### src/rtl/atm_pkg.sv
// Shared types for the ATM PIN authentication path: request ops, status codes
// and the authenticator FSM states.
package atm_pkg;

  typedef enum logic {
    OP_AUTH  = 1'b0,
    OP_CHPIN = 1'b1
  } auth_op_e;

  typedef enum logic [2:0] {
    OK        = 3'd0,
    NOT_FOUND = 3'd1,
    BAD_PIN   = 3'd2,
    LOCKED    = 3'd3,
    SAME_PIN  = 3'd4
  } auth_stat_e;

  typedef enum logic [1:0] {
    IDLE   = 2'd0,
    SEARCH = 2'd1,
    CHECK  = 2'd2,
    RESP   = 2'd3
  } auth_state_e;

endpackage

### src/rtl/pin_auth_engine_if.sv
// Request/response handshake bundle between the ATM control FSM (master) and
// the PIN authenticator (slave).
interface pin_auth_engine_if #(
  parameter int ACC_W = 11,
  parameter int PIN_W = 16,
  parameter int IDX_W = 4
);
  logic                 req_valid;
  logic                 req_ready;
  atm_pkg::auth_op_e    req_op;
  logic [ACC_W-1:0]     req_acc;
  logic [PIN_W-1:0]     req_pin;
  logic [PIN_W-1:0]     req_new_pin;
  logic                 rsp_valid;
  logic                 rsp_ready;
  atm_pkg::auth_stat_e  rsp_status;
  logic [IDX_W-1:0]     rsp_idx;

  modport master (
    output req_valid, req_op, req_acc, req_pin, req_new_pin, rsp_ready,
    input  req_ready, rsp_valid, rsp_status, rsp_idx
  );

  modport slave (
    input  req_valid, req_op, req_acc, req_pin, req_new_pin, rsp_ready,
    output req_ready, rsp_valid, rsp_status, rsp_idx
  );
endinterface

### src/rtl/pin_db_store.sv
// Account/PIN register database: load port, PIN update port and per-entry
// read mux addressed by the engine's search index.
module pin_db_store #(
  parameter int NUM_ACCOUNTS = 10,
  parameter int ACC_W        = 11,
  parameter int PIN_W        = 16,
  parameter int IDX_W        = $clog2(NUM_ACCOUNTS)
) (
  input  logic             clk,
  input  logic             rst_n,
  input  logic             wr_en,
  input  logic [IDX_W-1:0] wr_idx,
  input  logic [ACC_W-1:0] wr_acc,
  input  logic [PIN_W-1:0] wr_pin,
  input  logic             upd_en,
  input  logic [IDX_W-1:0] upd_idx,
  input  logic [PIN_W-1:0] upd_pin,
  input  logic [IDX_W-1:0] rd_idx,
  output logic             rd_valid,
  output logic [ACC_W-1:0] rd_acc,
  output logic [PIN_W-1:0] rd_pin
);
  logic [NUM_ACCOUNTS-1:0] valid_q;
  logic [ACC_W-1:0]        acc_q [NUM_ACCOUNTS];
  logic [PIN_W-1:0]        pin_q [NUM_ACCOUNTS];

  always_ff @(posedge clk or negedge rst_n) begin
    if (!rst_n) begin
      valid_q <= '0;
      for (int i = 0; i < NUM_ACCOUNTS; i++) begin
        acc_q[i] <= '0;
        pin_q[i] <= '0;
      end
    end else begin
      for (int i = 0; i < NUM_ACCOUNTS; i++) begin
        if (wr_en && wr_idx == IDX_W'(i)) begin
          valid_q[i] <= 1'b1;
          acc_q[i]   <= wr_acc;
          pin_q[i]   <= wr_pin;
        end else if (upd_en && upd_idx == IDX_W'(i)) begin
          pin_q[i] <= upd_pin;
        end
      end
    end
  end

  // Out-of-range indices read as an empty entry.
  always_comb begin
    rd_valid = 1'b0;
    rd_acc   = '0;
    rd_pin   = '0;
    for (int i = 0; i < NUM_ACCOUNTS; i++) begin
      if (rd_idx == IDX_W'(i)) begin
        rd_valid = valid_q[i];
        rd_acc   = acc_q[i];
        rd_pin   = pin_q[i];
      end
    end
  end
endmodule

### src/rtl/pin_auth_engine.sv
// Sequential account/PIN authenticator with optional per-account lockout
// (enabled by defining PIN_AUTH_LOCKOUT_EN).
//   state  | meaning
//   IDLE   | accepting requests and database loads
//   SEARCH | comparing entry idx against the latched account
//   CHECK  | evaluating lock / PIN / op for the matched entry
//   RESP   | holding the response until rsp_ready
module pin_auth_engine
  import atm_pkg::*;
#(
  parameter  int NUM_ACCOUNTS = 10,
  parameter  int ACC_W        = 11,
  parameter  int PIN_W        = 16,
  parameter  int MAX_TRIES    = 3,
  localparam int IDX_W        = $clog2(NUM_ACCOUNTS)
) (
  input  logic             clk,
  input  logic             rst_n,
  input  logic             db_wr_en,
  input  logic [IDX_W-1:0] db_wr_idx,
  input  logic [ACC_W-1:0] db_wr_acc,
  input  logic [PIN_W-1:0] db_wr_pin,
  pin_auth_engine_if.slave bus
);
  localparam logic [IDX_W-1:0] LAST_IDX = IDX_W'(NUM_ACCOUNTS - 1);

  if (NUM_ACCOUNTS < 2 || MAX_TRIES < 1) begin : g_param_check
    $error("pin_auth_engine: NUM_ACCOUNTS must be >= 2 and MAX_TRIES >= 1");
  end

  auth_state_e      state, state_nxt;
  logic             ready_en;
  logic [IDX_W-1:0] idx;
  auth_op_e         op_q;
  logic [ACC_W-1:0] acc_q;
  logic [PIN_W-1:0] pin_q, new_pin_q;
  auth_stat_e       rsp_status_q, chk_status;
  logic [IDX_W-1:0] rsp_idx_q;
  logic             rd_valid, hit, pin_ok, locked_now, db_we, upd_en, hs;
  logic [ACC_W-1:0] rd_acc;
  logic [PIN_W-1:0] rd_pin;

  assign bus.req_ready  = ready_en && (state == IDLE);
  assign bus.rsp_valid  = (state == RESP);
  assign bus.rsp_status = rsp_status_q;
  assign bus.rsp_idx    = rsp_idx_q;

  assign hs     = bus.req_valid && ready_en && (state == IDLE);
  assign db_we  = db_wr_en && (state == IDLE);
  assign hit    = rd_valid && (rd_acc == acc_q);
  assign pin_ok = (rd_pin == pin_q);
  assign upd_en = (state == CHECK) && !locked_now && pin_ok &&
                  (op_q == OP_CHPIN) && (new_pin_q != pin_q);

  pin_db_store #(
    .NUM_ACCOUNTS(NUM_ACCOUNTS), .ACC_W(ACC_W), .PIN_W(PIN_W), .IDX_W(IDX_W)
  ) u_store (
    .clk(clk), .rst_n(rst_n),
    .wr_en(db_we), .wr_idx(db_wr_idx), .wr_acc(db_wr_acc), .wr_pin(db_wr_pin),
    .upd_en(upd_en), .upd_idx(idx), .upd_pin(new_pin_q),
    .rd_idx(idx), .rd_valid(rd_valid), .rd_acc(rd_acc), .rd_pin(rd_pin)
  );

`ifdef PIN_AUTH_LOCKOUT_EN
  localparam int CNT_W = $clog2(MAX_TRIES + 1);
  logic [CNT_W-1:0]        fail_cnt [NUM_ACCOUNTS];
  logic [NUM_ACCOUNTS-1:0] lock_q;

  always_comb begin
    locked_now = 1'b0;
    for (int i = 0; i < NUM_ACCOUNTS; i++)
      if (idx == IDX_W'(i)) locked_now = lock_q[i];
  end

  // A locked entry freezes its counter, so the count never passes MAX_TRIES.
  always_ff @(posedge clk or negedge rst_n) begin
    if (!rst_n) begin
      lock_q <= '0;
      for (int i = 0; i < NUM_ACCOUNTS; i++) fail_cnt[i] <= '0;
    end else begin
      for (int i = 0; i < NUM_ACCOUNTS; i++) begin
        if (db_we && db_wr_idx == IDX_W'(i)) begin
          fail_cnt[i] <= '0;
          lock_q[i]   <= 1'b0;
        end else if (state == CHECK && idx == IDX_W'(i) && !lock_q[i]) begin
          if (!pin_ok) begin
            if (fail_cnt[i] != CNT_W'(MAX_TRIES)) fail_cnt[i] <= fail_cnt[i] + CNT_W'(1);
            if (fail_cnt[i] == CNT_W'(MAX_TRIES - 1)) lock_q[i] <= 1'b1;
          end else begin
            fail_cnt[i] <= '0;
          end
        end
      end
    end
  end
`else
  assign locked_now = 1'b0;
`endif

  always_comb begin
    if (locked_now)             chk_status = LOCKED;
    else if (!pin_ok)           chk_status = BAD_PIN;
    else if (op_q == OP_AUTH)   chk_status = OK;
    else if (new_pin_q == pin_q) chk_status = SAME_PIN;
    else                        chk_status = OK;
  end

  always_comb begin
    state_nxt = state;
    case (state)
      IDLE:    if (hs) state_nxt = SEARCH;
      SEARCH:  if (hit) state_nxt = CHECK;
               else if (idx == LAST_IDX) state_nxt = RESP;
      CHECK:   state_nxt = RESP;
      RESP:    if (bus.rsp_ready) state_nxt = IDLE;
      default: state_nxt = IDLE;
    endcase
  end

  always_ff @(posedge clk or negedge rst_n) begin
    if (!rst_n) state <= IDLE;
    else        state <= state_nxt;
  end

  always_ff @(posedge clk or negedge rst_n) begin
    if (!rst_n) begin
      ready_en     <= 1'b0;
      idx          <= '0;
      op_q         <= OP_AUTH;
      acc_q        <= '0;
      pin_q        <= '0;
      new_pin_q    <= '0;
      rsp_status_q <= OK;
      rsp_idx_q    <= '0;
    end else begin
      ready_en <= 1'b1;
      case (state)
        IDLE: if (hs) begin
          idx       <= '0;
          op_q      <= bus.req_op;
          acc_q     <= bus.req_acc;
          pin_q     <= bus.req_pin;
          new_pin_q <= bus.req_new_pin;
        end
        SEARCH: if (!hit) begin
          if (idx == LAST_IDX) begin
            rsp_status_q <= NOT_FOUND;
            rsp_idx_q    <= '0;
          end else begin
            idx <= idx + IDX_W'(1);
          end
        end
        CHECK: begin
          rsp_status_q <= chk_status;
          rsp_idx_q    <= idx;
        end
        default: ;
      endcase
    end
  end
endmodule
### src/flat_wrapper.sv
// flat-port wrapper written by rule: the top's interface ports become plain ports
module pin_auth_engine_flat import atm_pkg::*;
#(
  parameter  int NUM_ACCOUNTS = 10,
  parameter  int ACC_W        = 11,
  parameter  int PIN_W        = 16,
  parameter  int MAX_TRIES    = 3,
  localparam int IDX_W        = $clog2(NUM_ACCOUNTS)
)
  (clk, rst_n, db_wr_en, db_wr_idx, db_wr_acc, db_wr_pin, bus_req_valid, bus_req_op, bus_req_acc, bus_req_pin, bus_req_new_pin, bus_rsp_ready, bus_req_ready, bus_rsp_valid, bus_rsp_status, bus_rsp_idx);
  pin_auth_engine_if #(.ACC_W(ACC_W), .PIN_W(PIN_W)) bus_i ();
  input  logic clk;
  input  logic rst_n;
  input  logic db_wr_en;
  input  logic [IDX_W-1:0] db_wr_idx;
  input  logic [ACC_W-1:0] db_wr_acc;
  input  logic [PIN_W-1:0] db_wr_pin;
  input wire logic [$bits(bus_i.req_valid)-1:0] bus_req_valid;
  input wire logic [$bits(bus_i.req_op)-1:0] bus_req_op;
  input wire logic [$bits(bus_i.req_acc)-1:0] bus_req_acc;
  input wire logic [$bits(bus_i.req_pin)-1:0] bus_req_pin;
  input wire logic [$bits(bus_i.req_new_pin)-1:0] bus_req_new_pin;
  input wire logic [$bits(bus_i.rsp_ready)-1:0] bus_rsp_ready;
  output wire logic [$bits(bus_i.req_ready)-1:0] bus_req_ready;
  output wire logic [$bits(bus_i.rsp_valid)-1:0] bus_rsp_valid;
  output wire logic [$bits(bus_i.rsp_status)-1:0] bus_rsp_status;
  output wire logic [$bits(bus_i.rsp_idx)-1:0] bus_rsp_idx;
  assign bus_i.req_valid = bus_req_valid;
  assign bus_i.req_op = bus_req_op;
  assign bus_i.req_acc = bus_req_acc;
  assign bus_i.req_pin = bus_req_pin;
  assign bus_i.req_new_pin = bus_req_new_pin;
  assign bus_i.rsp_ready = bus_rsp_ready;
  assign bus_req_ready = bus_i.req_ready;
  assign bus_rsp_valid = bus_i.rsp_valid;
  assign bus_rsp_status = bus_i.rsp_status;
  assign bus_rsp_idx = bus_i.rsp_idx;
  pin_auth_engine #(.NUM_ACCOUNTS(NUM_ACCOUNTS), .ACC_W(ACC_W), .PIN_W(PIN_W), .MAX_TRIES(MAX_TRIES)) u_core (.clk(clk), .rst_n(rst_n), .db_wr_en(db_wr_en), .db_wr_idx(db_wr_idx), .db_wr_acc(db_wr_acc), .db_wr_pin(db_wr_pin), .bus(bus_i));
endmodule
### config.mk
export PLATFORM = sky130hd
export DESIGN_NAME = pin_auth_engine_flat
export DESIGN_NICKNAME = d
export VERILOG_FILES = /design/src/rtl/atm_pkg.sv /design/src/rtl/pin_auth_engine_if.sv /design/src/rtl/pin_db_store.sv /design/src/rtl/pin_auth_engine.sv /design/src/flat_wrapper.sv
export SDC_FILE = /design/constraint.sdc
export NUM_CORES = 1
export LEC_CHECK = 0
export ABC_AREA = 1
export BUFFER_PORTS_ARGS = -buffer_cell sky130_fd_sc_hd__buf_2
export CELL_PAD_IN_SITES_DETAIL_PLACEMENT = 0
export CELL_PAD_IN_SITES_GLOBAL_PLACEMENT = 1
export CORE_ASPECT_RATIO = 0.5
export CORE_UTILIZATION = 36
export CTS_BUF_LIST = sky130_fd_sc_hd__clkbuf_2 sky130_fd_sc_hd__clkbuf_4 sky130_fd_sc_hd__clkbuf_8
export CTS_CLUSTER_SIZE = 28
export DETAILED_ROUTE_END_ITERATION = 8
export GPL_ROUTABILITY_DRIVEN = 1
export GPL_TIMING_DRIVEN = 1
export MAX_ROUTING_LAYER = met4
export PLACE_DENSITY_LB_ADDON = 0.1
export SLEW_MARGIN = 40
export SYNTH_ARGS = -nofsm -noshare
export SYNTH_HDL_FRONTEND = slang
export SYNTH_HIERARCHICAL = 1
export SYNTH_SLANG_ARGS = --single-unit
### constraint.sdc
create_clock -name clk -period 4.5 [get_ports clk]
set_input_delay 0.9 -clock clk [delete_from_list [all_inputs] [get_ports clk]]
set_output_delay 0.9 -clock clk [all_outputs]
set_load 0.005 [all_outputs]
After elaboration in Yosys (flattened, before gate mapping)
Index checks and enable logic that the tools add are counted.
{"block": "word_totals", "ff_bits": 338, "inputBits": 80, "output_inout_bits": 9, "word_cells": 186}
{"block": "op_classes", "n_addsub": 1, "eq_ne": 31, "mux": 68, "reduce_logical": 47}
{"operator": "2-to-1 mux 16 bit", "count": 30}
{"operator": "2-to-1 mux 11 bit", "count": 10}
{"operator": "== test 16 bit", "count": 2}
{"operator": "== test 4 x 3 -> 1 bit, second input constant", "count": 8}
{"operator": "logical AND 1 bit", "count": 28}
{"operator": "nonzero test 2 bit", "count": 12}
{"operator": "2-to-1 mux 4 bit", "count": 5}
{"operator": "== test 4 x 2 -> 1 bit, second input constant", "count": 4}
{"operator": "== test 4 bit, second input constant", "count": 4}
{"operator": "!= test 16 bit", "count": 1}
{"operator": "case mux 4 bit (2 select lines)", "count": 2}
{"operator": "2-to-1 mux 3 bit", "count": 5}
{"operator": "== test 11 bit", "count": 1}
{"operator": "2-to-1 mux 1 bit", "count": 10}
{"operator": "== test 4 x 1 -> 1 bit, second input constant", "count": 2}
{"operator": "zero test 4 bit", "count": 2}
{"operator": "2-to-1 mux 2 bit", "count": 4}
{"operator": "case mux 2 bit (4 select lines)", "count": 1}
{"operator": "!= test 2 bit, second input constant", "count": 3}
{"operator": "case mux 3 bit (2 select lines)", "count": 1}
{"operator": "AND reduction 3 bit", "count": 2}
{"operator": "adder 4 x 1 -> 4 bit, second input constant", "count": 1}
{"operator": "== test 2 bit, second input constant", "count": 2}
{"operator": "!= test 2 x 1 -> 1 bit, second input constant", "count": 2}
{"operator": "other kinds (5)", "count": 5}

Depth between registers and ports, before layout
Gate-level depths: netlist (run 1).
{"block": "logic_depth", "ltp_word": 18, "ltp_mapped": 25}

Hierarchy
The synthesis (run 1) kept the hierarchy.
{"module": "pin_db_store", "n_inst": 1, "cells_each": 1897, "area_per_inst_um2": 14202.4, "seq_area_each_um2": 7006.7}
{"module": "pin_auth_engine", "n_inst": 1, "cells_each": 379, "area_per_inst_um2": 3110.5, "seq_area_each_um2": 1451.4}

Worst setup path after synthesis (run 1)
No wires, ideal clock.
{"block": "synth_timing", "path_kind": "register to register", "start": "register u_core.idx[1]", "end": "register u_core/u_store/pin_q[116] (netlist name)", "arrival_time_ps": 3257, "required_ps": 4370, "slack_ps": 1113, "stages_incl_launch_ff": 22, "n_path_buf": 3, "cell_sequence": "dfrtp_1 -> buf_2 -> inv_1 -> nor2_2 -> nand2_1 -> inv_2 -> buf_4 -> a21oi_1 -> nand2_1 -> nand4_1 -> xor2_1 -> nor2_1 -> nand2_1 -> nor2_1 -> nand3_1 -> a21oi_1 -> nand2_1 -> nor2_1 -> nand2_1 -> nand2_1 -> clkbuf_1 -> o21ai_0"}
{"block": "synth_between", "elab_chain_len": 17, "word_cells_on_any_way": 26}
{"item": "start, declared", "line_no": "pin_auth_engine.sv:33", "text": "logic [IDX_W-1:0] idx;"}
{"item": "start signal, assigned", "line_no": "pin_auth_engine.sv:150", "text": "idx <= idx + IDX_W'(1);"}
{"item": "zero test 4 bit", "line_no": "pin_db_store.sv:53", "text": "if (rd_idx == IDX_W'(i)) begin"}
{"item": "2-to-1 mux 16 bit (9 in series)", "line_no": "pin_db_store.sv:53"}
{"item": "2-to-1 mux 16 bit *", "line_no": "pin_db_store.sv:53"}
{"item": "via u_core.rd_pin[9]", "line_no": "pin_auth_engine.sv:41", "text": "logic [PIN_W-1:0] rd_pin;"}
{"item": "== test 16 bit *", "line_no": "pin_auth_engine.sv:51", "text": "assign pin_ok = (rd_pin == pin_q);"}
{"item": "logical AND 1 bit * (2 in series)", "line_no": "pin_auth_engine.sv:52", "text": "assign upd_en = (state == CHECK) && !locked_now && pin_ok &&"}
{"item": "logical AND 1 bit *", "line_no": "pin_auth_engine.sv:53", "text": "(op_q == OP_CHPIN) && (new_pin_q != pin_q);"}
{"item": "via u_core.upd_en", "line_no": "pin_auth_engine.sv:39", "text": "logic rd_valid, hit, pin_ok, locked_now, db_we, upd_en, hs;"}
{"item": "logical AND 1 bit *", "line_no": "pin_db_store.sv:40", "text": "end else if (upd_en && upd_idx == IDX_W'(i)) begin"}
{"item": "nonzero test 2 bit (no line) *"}
{"item": "end signal, assigned by index", "line_no": "pin_db_store.sv:39", "text": "pin_q[i] <= wr_pin;"}
{"item": "end signal, assigned by index", "line_no": "pin_db_store.sv:41", "text": "pin_q[i] <= upd_pin;"}
{"item": "end, declared", "line_no": "pin_db_store.sv:25", "text": "logic [PIN_W-1:0] pin_q [NUM_ACCOUNTS];"}
Mark *: on every way through the listed nets, which the timed path passes. The rest lies on a longest branch.
A chain may end at the register's enable or synchronous reset.

Worst setup path in the final report (run 1)
{"block": "layout_timing", "start": "register u_core.idx[3]", "end": "register u_core/u_store/pin_q[112] (netlist name)"}
The elaborated chain is that of the path after synthesis.

==> results of run 1 <==
==> power by group through the flow <==
stage	registers, mW	clock network, mW	logic (mW)
floorplan	5.09	0	2.74
global placement	5.30	0	3.88
detailed placement	5.31	0	3.93
CTS	5.27	2.84	3.95
global route	5.45	2.97	4.49
finish	5.27	2.76	3.88
==> per-layer routing <==
layer / vias to the layer above / share of wire, % / track usage (%)
met3: 73 / 4.6 / 3.53
met4: 0 / 1.5 / 4.76
met5: - / 0 / -
li1: 7545 / - / -
met1: 7435 / 49 / 32.2
met2: 317 / 45 / 35.6
==> worst reg2reg max path, cell delays in order, from the launching register on <==
cell and delay (ps):
dfrtp_1 610, nor2_4 100, nand2_1 360, buf_4 250
nor2_1 50, nor2_1 100, nand4_1 110, nand2_1 100
nand4_1 120, nand2_1 90, nand2_1 50, nor2_1 120
nand2_1 130, nor2_1 160, nand3_1 110, a21oi_1 320
nand2_1 90, nor2_1 220, nand2_1 90, buf_4 220
nand2_2 270, o21ai_0 140
==> flip-flops by register name (all words and copies together), names as in the netlist <==
name	count
u_core/ready_en	1
u_core/u_store/valid_q	10
u_core/u_store/pin_q	160
u_core/op_q	1
u_core/pin_q	16
u_core/bus.rsp_status	3
u_core/idx	4
u_core/acc_q	11
u_core/state	2
u_core/u_store/acc_q	110
u_core/bus.rsp_idx	4
u_core/new_pin_q	16
==> cell usage after synthesis (8+ instances only) <==
cell | n | area [sq um]
dfrtp_1 | 338 | 8460
nor2_1 | 135 | 507
o21ai_0 | 472 | 2360
a21oi_1 | 29 | 145
clkbuf_1 | 124 | 465
mux2_2 | 27 | 304
or2_2 | 8 | 50.1
buf_2 | 24 | 120
nand4_1 | 54 | 338
nand2_1 | 588 | 2210
xor2_1 | 18 | 158
inv_1 | 175 | 657
nand3_1 | 240 | 1200
==> final cells by class <==
class	instances	area share, %
tap	638	4.07
sequential	338	43.1
multi-input combinational	1598	38.5
timing repair buffer	144	5.18
clock inverter	5	0.128
inverter	188	3.65
clock buffer	83	5.38
antenna	2	0.0255
==> logic make-up (layout without fill, tap and decap cells) <==
kind of cell    after synthesis  in the layout  synth area share [%]
compound gates              505            505                  14.7
xor+xnor                     21             21                  1.06
simple gates               1038           1038                  25.5
mux                          27             27                  1.76
buf+inv                     340            420                  7.68
other cells                   1              3                0.0217
flops                       338            338                  48.9
fa+ha+maj                     6              6                 0.434
==> per-stage QoR <==
step	hold slack [ps]	util (%)	cells	area (sq um)
2_1_floorplan	422	-	2276	17300
3_3_place_gp	433	39.1	2901	18400
3_5_place_dp	443	39.2	2902	18500
4_1_cts	138	41.5	2990	19600
5_1_grt	152	41.6	2996	19600
6_report	165	41.6	2996	19600
==> cell usage in the layout (no fill, tap or decap), drive strengths merged <==
cell,instances
nand2,591
o21ai,475
dfrtp,338
nand3,241
inv,188
buf,144
nor2,142
clkbuf,83
nand4,54
a21oi,29
mux2,27
xor2,18
or2,8
ha,6
clkinv,5
xnor2,3
diode,2
nor3,2
o21bai,1
conb,1
==> worst max path at each step <==
stage | endpoint | slack (ps) | depth (start not counted)
3_5_place_dp | u_core/u_store/pin_q[112] | 400 | 21
2_1_floorplan | u_core/u_store/pin_q[116] | 1110 | 21
3_3_place_gp | u_core/u_store/pin_q[118] | 480 | 22
5_1_grt | u_core/u_store/pin_q[139] | 70 | 22
6_report | u_core/u_store/pin_q[112] | 540 | 21
4_1_cts | u_core/u_store/pin_q[112] | 370 | 21
==> what timing repair did <==
item / in CTS / in global routing
setup buffers: 0 / 4
endpoints found under the setup margin: 0 / 15
endpoints found under the hold margin: 0 / 0
gates resized for setup: 0 / 1
==> metrics.txt, run 1 <==
ys async rst share between 90% and 100%; max_slew headroom between 40 and 50%; status complete, no violations; cts hold-fix bufs 0; CP cell instances nor2_4 > nand2_1 > buf_4 > nor2_1 > nor2_1 > nand4_1 > nand2_1 > nand4_1 > nand2_1 > nand2_1 > nor2_1 > nand2_1 > nor2_1 > nand3_1 > a21oi_1 > nand2_1 > nor2_1 > nand2_1 > buf_4 > nand2_2 > o21ai_0; critical path startpoint u_core/idx[3]; post-layout min period slightly below 4000 ps; vias in the first global route approximately 15,000; Initial Utilization 36.7%; FP Rows 56; pwr/cell area 607 nW/um^2; worst min path class input pin to asynchronous set/reset pin; final hold violations 0; CP bufs+invs 2; dominant synthesized flop cell dfrtp_1; ANT nets after route 0; Final nets around 2,400; Post-synth EDFFs 0; die height around 160 microns; share of cells above drive strength 1 12.8%; #FFs+latches synth between 300 and 400; slowest stage cell, crit path dfrtp_1; combinational power share about 33%; post-synthesis cell area between 15,000 and 20,000 sq um; Post-Syn Instances approximately 2,300; Die X approximately 310 microns; Num Clock Sinks roughly 340; GRT Util Overall between 20% and 30%; CTS clk-pin slew, worst paths roughly 60 ps; R2R setup slack 540 ps; Filler cells ~4,900; MaxCap Viol Count 0; fin. max-slew vios 0; initial antenna violation count 1; Worst Skew roughly 26 ps; worst r2r src u_core/idx[3]; WL final 54,700 microns; CORE AREA 47,200 sq um; DP Worst Slack 400 ps; largest net degree at the start of global routing 71; sequential power share between 40% and 50%; fmax 253 MHz; global route overflow 0; clock tree from TritonCTS yes; Worst setup SP type register; R2R Path End u_core/u_store/pin_q[112]; H-tree depth 2; Fin Setup TNS 0 ps; root buf cell clkbuf_8; Num CTS Buffers 54; Setup violations, final 0; Vias roughly 15,000; Routed WL per cell between 15 and 20 microns; first-pass GRT wire length ~85,000 microns; Yosys warnings 6; multi-input combinational cell area 7550 sq um; CTS max path bufs 3; First-pass DRT Iterations 5; Psw between 4 and 5 mW; P&R area growth vs syn 13.3%; syn nets 2,362; critical path type register to register; Arrival @ worst endpoint ~4500 ps; Top Ports about 90; final period utilization between 80% and 90%; sequential cell area fraction in the yosys report 48.9%; post-DP HPWL approximately 36,000 microns; drc violations 0; clock power share between 20% and 30%; Synth cell types 27; maximum vdd drop 0.000182 V; internal power ~7.4 mW; crit path max fanout 19; Slew @ Worst Pin 809 ps; worst reg2reg path depth 21; Total Power between 10 and 15 mW; Crit path max-delay family simple AND/OR/NAND/NOR gates; critical path's largest stage delay roughly 600 ps; Avg Cell Area, Syn around 7.6 sq um; Die Area 49,000 sq um; Worst setup EP type register; cell mode on critical path nand2_1; RSZ-0062 raised after global routing false; FF/Latch Area around 8500 sq um; port buffer count between 80 and 90; initial DRC count approximately 1,300; Req. time, crit path 5000 ps; Worst Slack Setup Final around 540 ps; clk_lat worst skew 630 ps; Vias/cell slightly above 5; Leak between 9 and 10 nW; GP Congestion approximately 0.8; switching fraction of total power between 30% and 40%
No activity file was read; power rests on OpenSTA's default activity.
==> run 2, diff against run 1 <==
==> constraint.sdc (replaced) <==
create_clock -name clk -period 4.5 [get_ports clk]
set_input_delay 0.45 -clock clk [delete_from_list [all_inputs] [get_ports clk]]
set_output_delay 0.45 -clock clk [all_outputs]
set_load 0.005 [all_outputs]
==> run 2 against run 1 <==
Against the previous run:
- utilization barely moved
- sequential cell count stayed put
- sequential share of layout area hardly changed
- cell area shrank 0.11%
- non-clock buffer count is 1 higher
- die area did not move
- fmax shrank 0.21%
- setup slack worse by 8.3 ps
- sequential power hardly changed
- critical path depth shrank 1
- cell count rose by 0.17%
- global-route usage up 0.49 points
- critical path type unchanged
- critical endpoint is now u_core/u_store/pin_q[118]
==> metrics.txt, run 2 (synthesized netlist as in run 1, its figures left out) <==
status complete, no violations; largest net degree at the start of global routing 79 (+11%); drc violations 0 (unchanged); MaxCap Viol Count 0 (unchanged); clock tree from TritonCTS yes; maximum vdd drop 0.000188 V (+3.6%); share of cells above drive strength 1 12.9% (+0.14 points); Largest Register u_core/u_store/pin_q; die height 157 microns (unchanged); Met3 Wirelength 2510 microns (-1.3%); Worst setup EP type register; P&R area growth vs syn 13.2%; final core utilization 41.6% (-0.048 points); GP Congestion 0.818 (+0.63%); Final nets 2,409 (-0.041%); final period utilization 88.2% (+0.19 points); Fin Setup TNS 0 ps (unchanged); most frequent cells in the layout 587 x nand2_1, 472 x o21ai_0, 338 x dfrtp_1, 240 x nand3_1, 174 x inv_1; Worst setup SP type register; max_slew headroom 45.7% (-0.37 points); clk_lat worst skew 640 ps (about the same); largest registers u_core/u_store/pin_q x160, u_core/u_store/acc_q x110; FF/Latch Area 8460 sq um (unchanged); met2 WL 24,900 microns (+1.0%); max reg flops 160 (unchanged); CTS clk-pin slew, worst paths 70 ps (about the same); Arrival @ worst endpoint 4470 ps (about the same); Die Area 49,000 sq um (unchanged); Req. time, crit path 5000 ps (about the same); worst min path class input pin to register; WL final 55,600 microns (+1.6%); Leak 9.51 nW (about the same); critical path type register to register; final hold violations 0 (unchanged); post-layout min period 3970 ps (+8.34 ps); H-tree depth 2 (unchanged); Slew @ Worst Pin 814 ps (+4.38 ps); initial DRC count 1,269 (-0.63%); Setup violations, final 0 (unchanged); first-pass GRT wire length 86,900 microns (+1.8%); multi-input combinational cell area 7550 sq um (about the same); FP Rows 56 (unchanged); Num Clock Sinks 338 (unchanged); Top Metal Used met4; initial antenna violation count 1 (unchanged); Vias 15,400 (+0.38%); pwr/cell area 613 nW/um^2 (+1.0%); CORE AREA 47,200 sq um (unchanged); First-pass DRT Iterations 5 (unchanged); fin. max-slew vios 0 (unchanged); Die X 312 microns (unchanged); Worst Skew 44.3 ps (+18.7 ps); global route overflow 0 (unchanged); Num CTS Buffers 52 (-3.7%); fmax 252 MHz (-0.21%); Top Ports 89 (unchanged); Filler cells 4,928 (+0.12%); Vias/cell 5.14 (+0.21%); post-DP HPWL 36,400 microns (+2.3%); CTS max path bufs 3 (unchanged); RSZ-0062 raised after global routing false; Initial Utilization 36.7% (unchanged); port buffer count 88 (unchanged); wl on met1 27,400 microns (+2.7%); root buf cell clkbuf_8; commonest non-fill, non-tap cell in the layout nand2_1; vias in the first global route 14,400 (-1.2%); crit path max fanout 14 (-5); Routed WL per cell 18.5 microns (+1.5%); GRT Util Overall 23.6% (+0.49 points); ANT nets after route 0 (unchanged)
==> run 2: cell count changes in the layout (fill, tap and decap cells not counted), sizes merged <==
cell | previous run | this run
clkinv | 5 | 8
bufinv | 0 | 2
dlygate4sd3 | 0 | 1
diode | 2 | 1
==> run 2: worst paths after layout <==
check | end | depth (start not counted) | slack [ps] | start
setup / recovery | u_core/u_store/pin_q[118] | 20 | 530 | u_core/idx[2]
hold / removal | u_core/new_pin_q[11] | 2 | 60 | bus_req_new_pin[11]
setup reg to reg | u_core/u_store/pin_q[118] | 20 | 530 | u_core/idx[2]
hold reg to reg | u_core/u_store/valid_q[2] | 2 | 450 | u_core/u_store/valid_q[2]
max in group asynchronous | u_core/pin_q[8] | 3 | 2980 | rst_n
min in group asynchronous | u_core/u_store/pin_q[74] | 2 | 360 | rst_n
==> run 2: layer usage <==
layer / track usage (%) / up-vias
met2: 36.4 / 365
li1: - / 7536
met1: 33.2 / 7466
met5: - / -
met4: 4.53 / 0
met3: 3.25 / 61
==> run 2: through the flow <==
stage               worst slack [ps]  cells  power [mW]  instance area (sq um)  hold WS, ps
finish                           532   3001        12.0                  19600         62.0
global route                    11.1   3001        13.0                  19600         34.3
CTS                              453   2998        12.2                  19600         9.56
detailed placement               484   2904        9.27                  18400          441
global placement                 531   2904        9.21                  18400          435
floorplan                       1110   2276        7.83                  17300          154
==> run 2: area by class of cell <==
class / count / share of cell area, %
clock inverters: 10 / 0.511
well taps: 638 / 4.07
diodes: 1 / 0.0128
inverters: 188 / 3.65
flip-flops and latches: 338 / 43.2
clock buffers: 83 / 5.19
repair buffers: 145 / 4.88
multi-input cells: 1598 / 38.5
==> run 2: worst max-delay path, cell delays in order (launching register included) <==
cell,delay (ps)
dfrtp_1,550
nor2_4,90
nand2_1,380
buf_4,330
nor2_1,60
nor2_1,100
nand4_1,120
nand2_1,90
nand4_1,110
nor2_1,120
nor2_1,50
nor2_1,90
nand2_1,60
nor2_1,170
nand3_1,110
a21oi_1,280
nand2_1,90
nor2_1,190
nand2_1,240
nand2_1,430
o21ai_0,170
==> run 2: what timing repair did <==
action	4_1_cts	5_1_grt
gates resized for setup	0	0
endpoints found under the setup margin	0	7
buffers inserted	0	2
endpoints found under the hold margin	69	0
hold buffers	1	0
==> run 2: power by group <==
part	internal [mW]	total, mW	switching [mW]
sequential	4.46	5.28	0.812
combinational	1.43	3.90	2.48
clock	1.54	2.84	1.30
total	7.43	12.0	4.59
==> run 3, diff against run 2 <==
Settings changed: BUFFER_PORTS_ARGS -buffer_cell sky130_fd_sc_hd__buf_2 to -buffer_cell sky130_fd_sc_hd__clkbuf_2.
==> run 3 against run 2 <==
Against the previous run:
- first-iteration DRC count shrank 9.6%
- critical path depth unchanged
- highest routed layer unchanged
- largest power group unchanged
- combinational power about the same
- non-clock buffer count increased by 2
- critical endpoint is now u_core/u_store/pin_q[60]
- register-to-register slack better by 90 ps
==> metrics.txt, run 3 (synthesized netlist as in run 1, its figures left out) <==
status complete, no violations; Num Clock Sinks 338 (unchanged); Routed WL per cell 18.6 microns (+0.23%); clock tree from TritonCTS yes; Die X 312 microns (unchanged); Setup violations, final 0 (unchanged); GRT Util Overall 23.7% (+0.15 points); clk_lat worst skew 630 ps (about the same); first-pass GRT wire length 87,500 microns (+0.66%); WL final 55,800 microns (+0.27%); worst r2r src u_core/idx[0]; maximum vdd drop 0.000181 V (-4.0%); H-tree depth 2 (unchanged); Largest Register u_core/u_store/pin_q; pwr/cell area 611 nW/um^2 (-0.45%); worst min path class input pin to register; Die Area 49,000 sq um (unchanged); Arrival @ worst endpoint 4380 ps (-90 ps); final hold violations 0 (unchanged); worst hold start bus_req_new_pin[7]; worst hold path endpoint u_core/new_pin_q[7]; drc violations 0 (unchanged); Final nets 2,412 (+0.12%); Initial Utilization 36.7% (unchanged); most frequent cells in the layout 586 x nand2_1, 472 x o21ai_0, 338 x dfrtp_1, 240 x nand3_1, 174 x inv_1; initial antenna violation count 1 (unchanged); commonest non-fill, non-tap cell in the layout nand2_1; share of cells above drive strength 1 13.0% (+0.12 points); Num CTS Buffers 53 (+1.9%); ANT nets after route 0 (unchanged); Worst setup SP type register; R2R Path End u_core/u_store/pin_q[60]; Top Ports 89 (unchanged); Fin Setup TNS 0 ps (unchanged); final period utilization 86.2% (-2.0 points); CTS clk-pin slew, worst paths 70 ps (about the same); RSZ-0062 raised after global routing false; vias in the first global route 14,600 (+1.9%); post-DP HPWL 36,900 microns (+1.4%); Total Power 12.0 mW (-0.14%); fmax 258 MHz (+2.3%); crit path max fanout 15 (+1); die height 157 microns (unchanged); Hold Path Depth 2 (unchanged); initial DRC count 1,147 (-9.6%); P&R area growth vs syn 13.5%; worst reg2reg path depth 20 (unchanged); Slew @ Worst Pin 748 ps (-66.1 ps); First-pass DRT Iterations 5 (unchanged); CORE AREA 47,200 sq um (unchanged); Leak 9.55 nW (+0.40%); critical path type register to register; fin. max-slew vios 0 (unchanged); Worst Skew 27.0 ps (-17.3 ps); FP Rows 56 (unchanged); port buffer count 88 (unchanged); global route overflow 0 (unchanged); root buf cell clkbuf_8; largest net degree at the start of global routing 71 (-10%); post-layout min period 3880 ps (-87.8 ps); R2R setup slack 620 ps (+90 ps); max_slew headroom 50.2% (+4.5 points); Req. time, crit path 5000 ps (about the same); max reg flops 160 (unchanged); Vias 15,400 (+0.013%); CTS max path bufs 3 (unchanged); Worst setup EP type register; MaxCap Viol Count 0 (unchanged); largest registers u_core/u_store/pin_q x160, u_core/u_store/acc_q x110; GP Congestion 0.805 (-1.6%); Vias/cell 5.14 (about the same)
-- run 3: changes by cell type in the layout (fill, tap and decap cells not counted), moves of 2 or more --
| cell | before | now |
|---|---|---|
| bufinv_16 | 2 | 0 |
| inv_2 | 10 | 8 |
| buf_2 | 87 | 0 |
| clkbuf_4 | 20 | 14 |
| clkbuf_8 | 63 | 72 |
| clkbuf_2 | 0 | 87 |
-- run 3: metrics by stage --
stage	util, %	std cells	worst slack, ps	area [sq um]	hold slack, ps
global placement	39.2	2907	324	18500	439
finish	41.7	3002	620	19700	50.0
CTS	41.7	3001	196	19600	10.5
global route	41.7	3002	92.3	19700	21.4
detailed placement	39.3	2908	205	18500	432
floorplan	-	2276	1110	17300	154
-- run 3: worst max path at each step --
stage	from	endpoint	slack, ps	cells past startpoint
final	u_core/idx[0]	u_core/u_store/pin_q[60]	620	20
after global routing	u_core/idx[0]	u_core/u_store/pin_q[153]	90	21
after CTS	u_core/idx[0]	u_core/u_store/pin_q[127]	200	20
after detailed placement	u_core/idx[0]	u_core/u_store/pin_q[116]	210	20
after global placement	u_core/idx[0]	u_core/u_store/pin_q[118]	320	20
after floorplan	u_core/idx[1]	u_core/u_store/pin_q[116]	1110	21
-- run 3: layout make-up --
cell class                 count  area (sq um)
timing repair buffer         147          1000
clock buffer                  86          1100
antenna                        1          2.50
sequential                   338          8460
multi-input combinational   1598          7550
clock inverter                 6          30.0
inverter                     188           719
fill                        4949         27500
tap                          638           798
-- run 3: where the power goes --
part	total [mW]	internal, mW	switching [mW]
clock	2.83	1.53	1.30
sequential	5.29	4.46	0.825
combinational	3.88	1.43	2.46
total	12.0	7.42	4.58
-- run 3: timing repair --
action	4_1_cts	5_1_grt
endpoints found under the hold margin	49	0
endpoints found under the setup margin	0	67
gates resized for setup	0	4
hold buffers	1	0
setup buffers	0	0
-- run 3: per-layer routing --
layer | global-route usage [%] | wire length [microns] | part of all wire, %
met5 | - | 0 | 0
met4 | 5.72 | 970 | 1.7
met2 | 36.7 | 25200 | 45
met1 | 32.9 | 27200 | 49
met3 | 3.16 | 2390 | 4.3
-- run 3: critical path, stage by stage (launching register included) --
cell     delay, ps
dfrtp_1        540
nor2_2         250
nand3_1        270
inv_4          290
buf_4          290
nand2_1         90
nand4_1        130
inv_1           50
nand2_1         50
nand2_1         90
nor2_1         150
nand2_1         70
nor2_1         150
nand3_1        130
a21oi_2        220
buf_4          180
nand3_1        220
buf_12         230
nand2_1         80
buf_4          160
o21ai_0         90
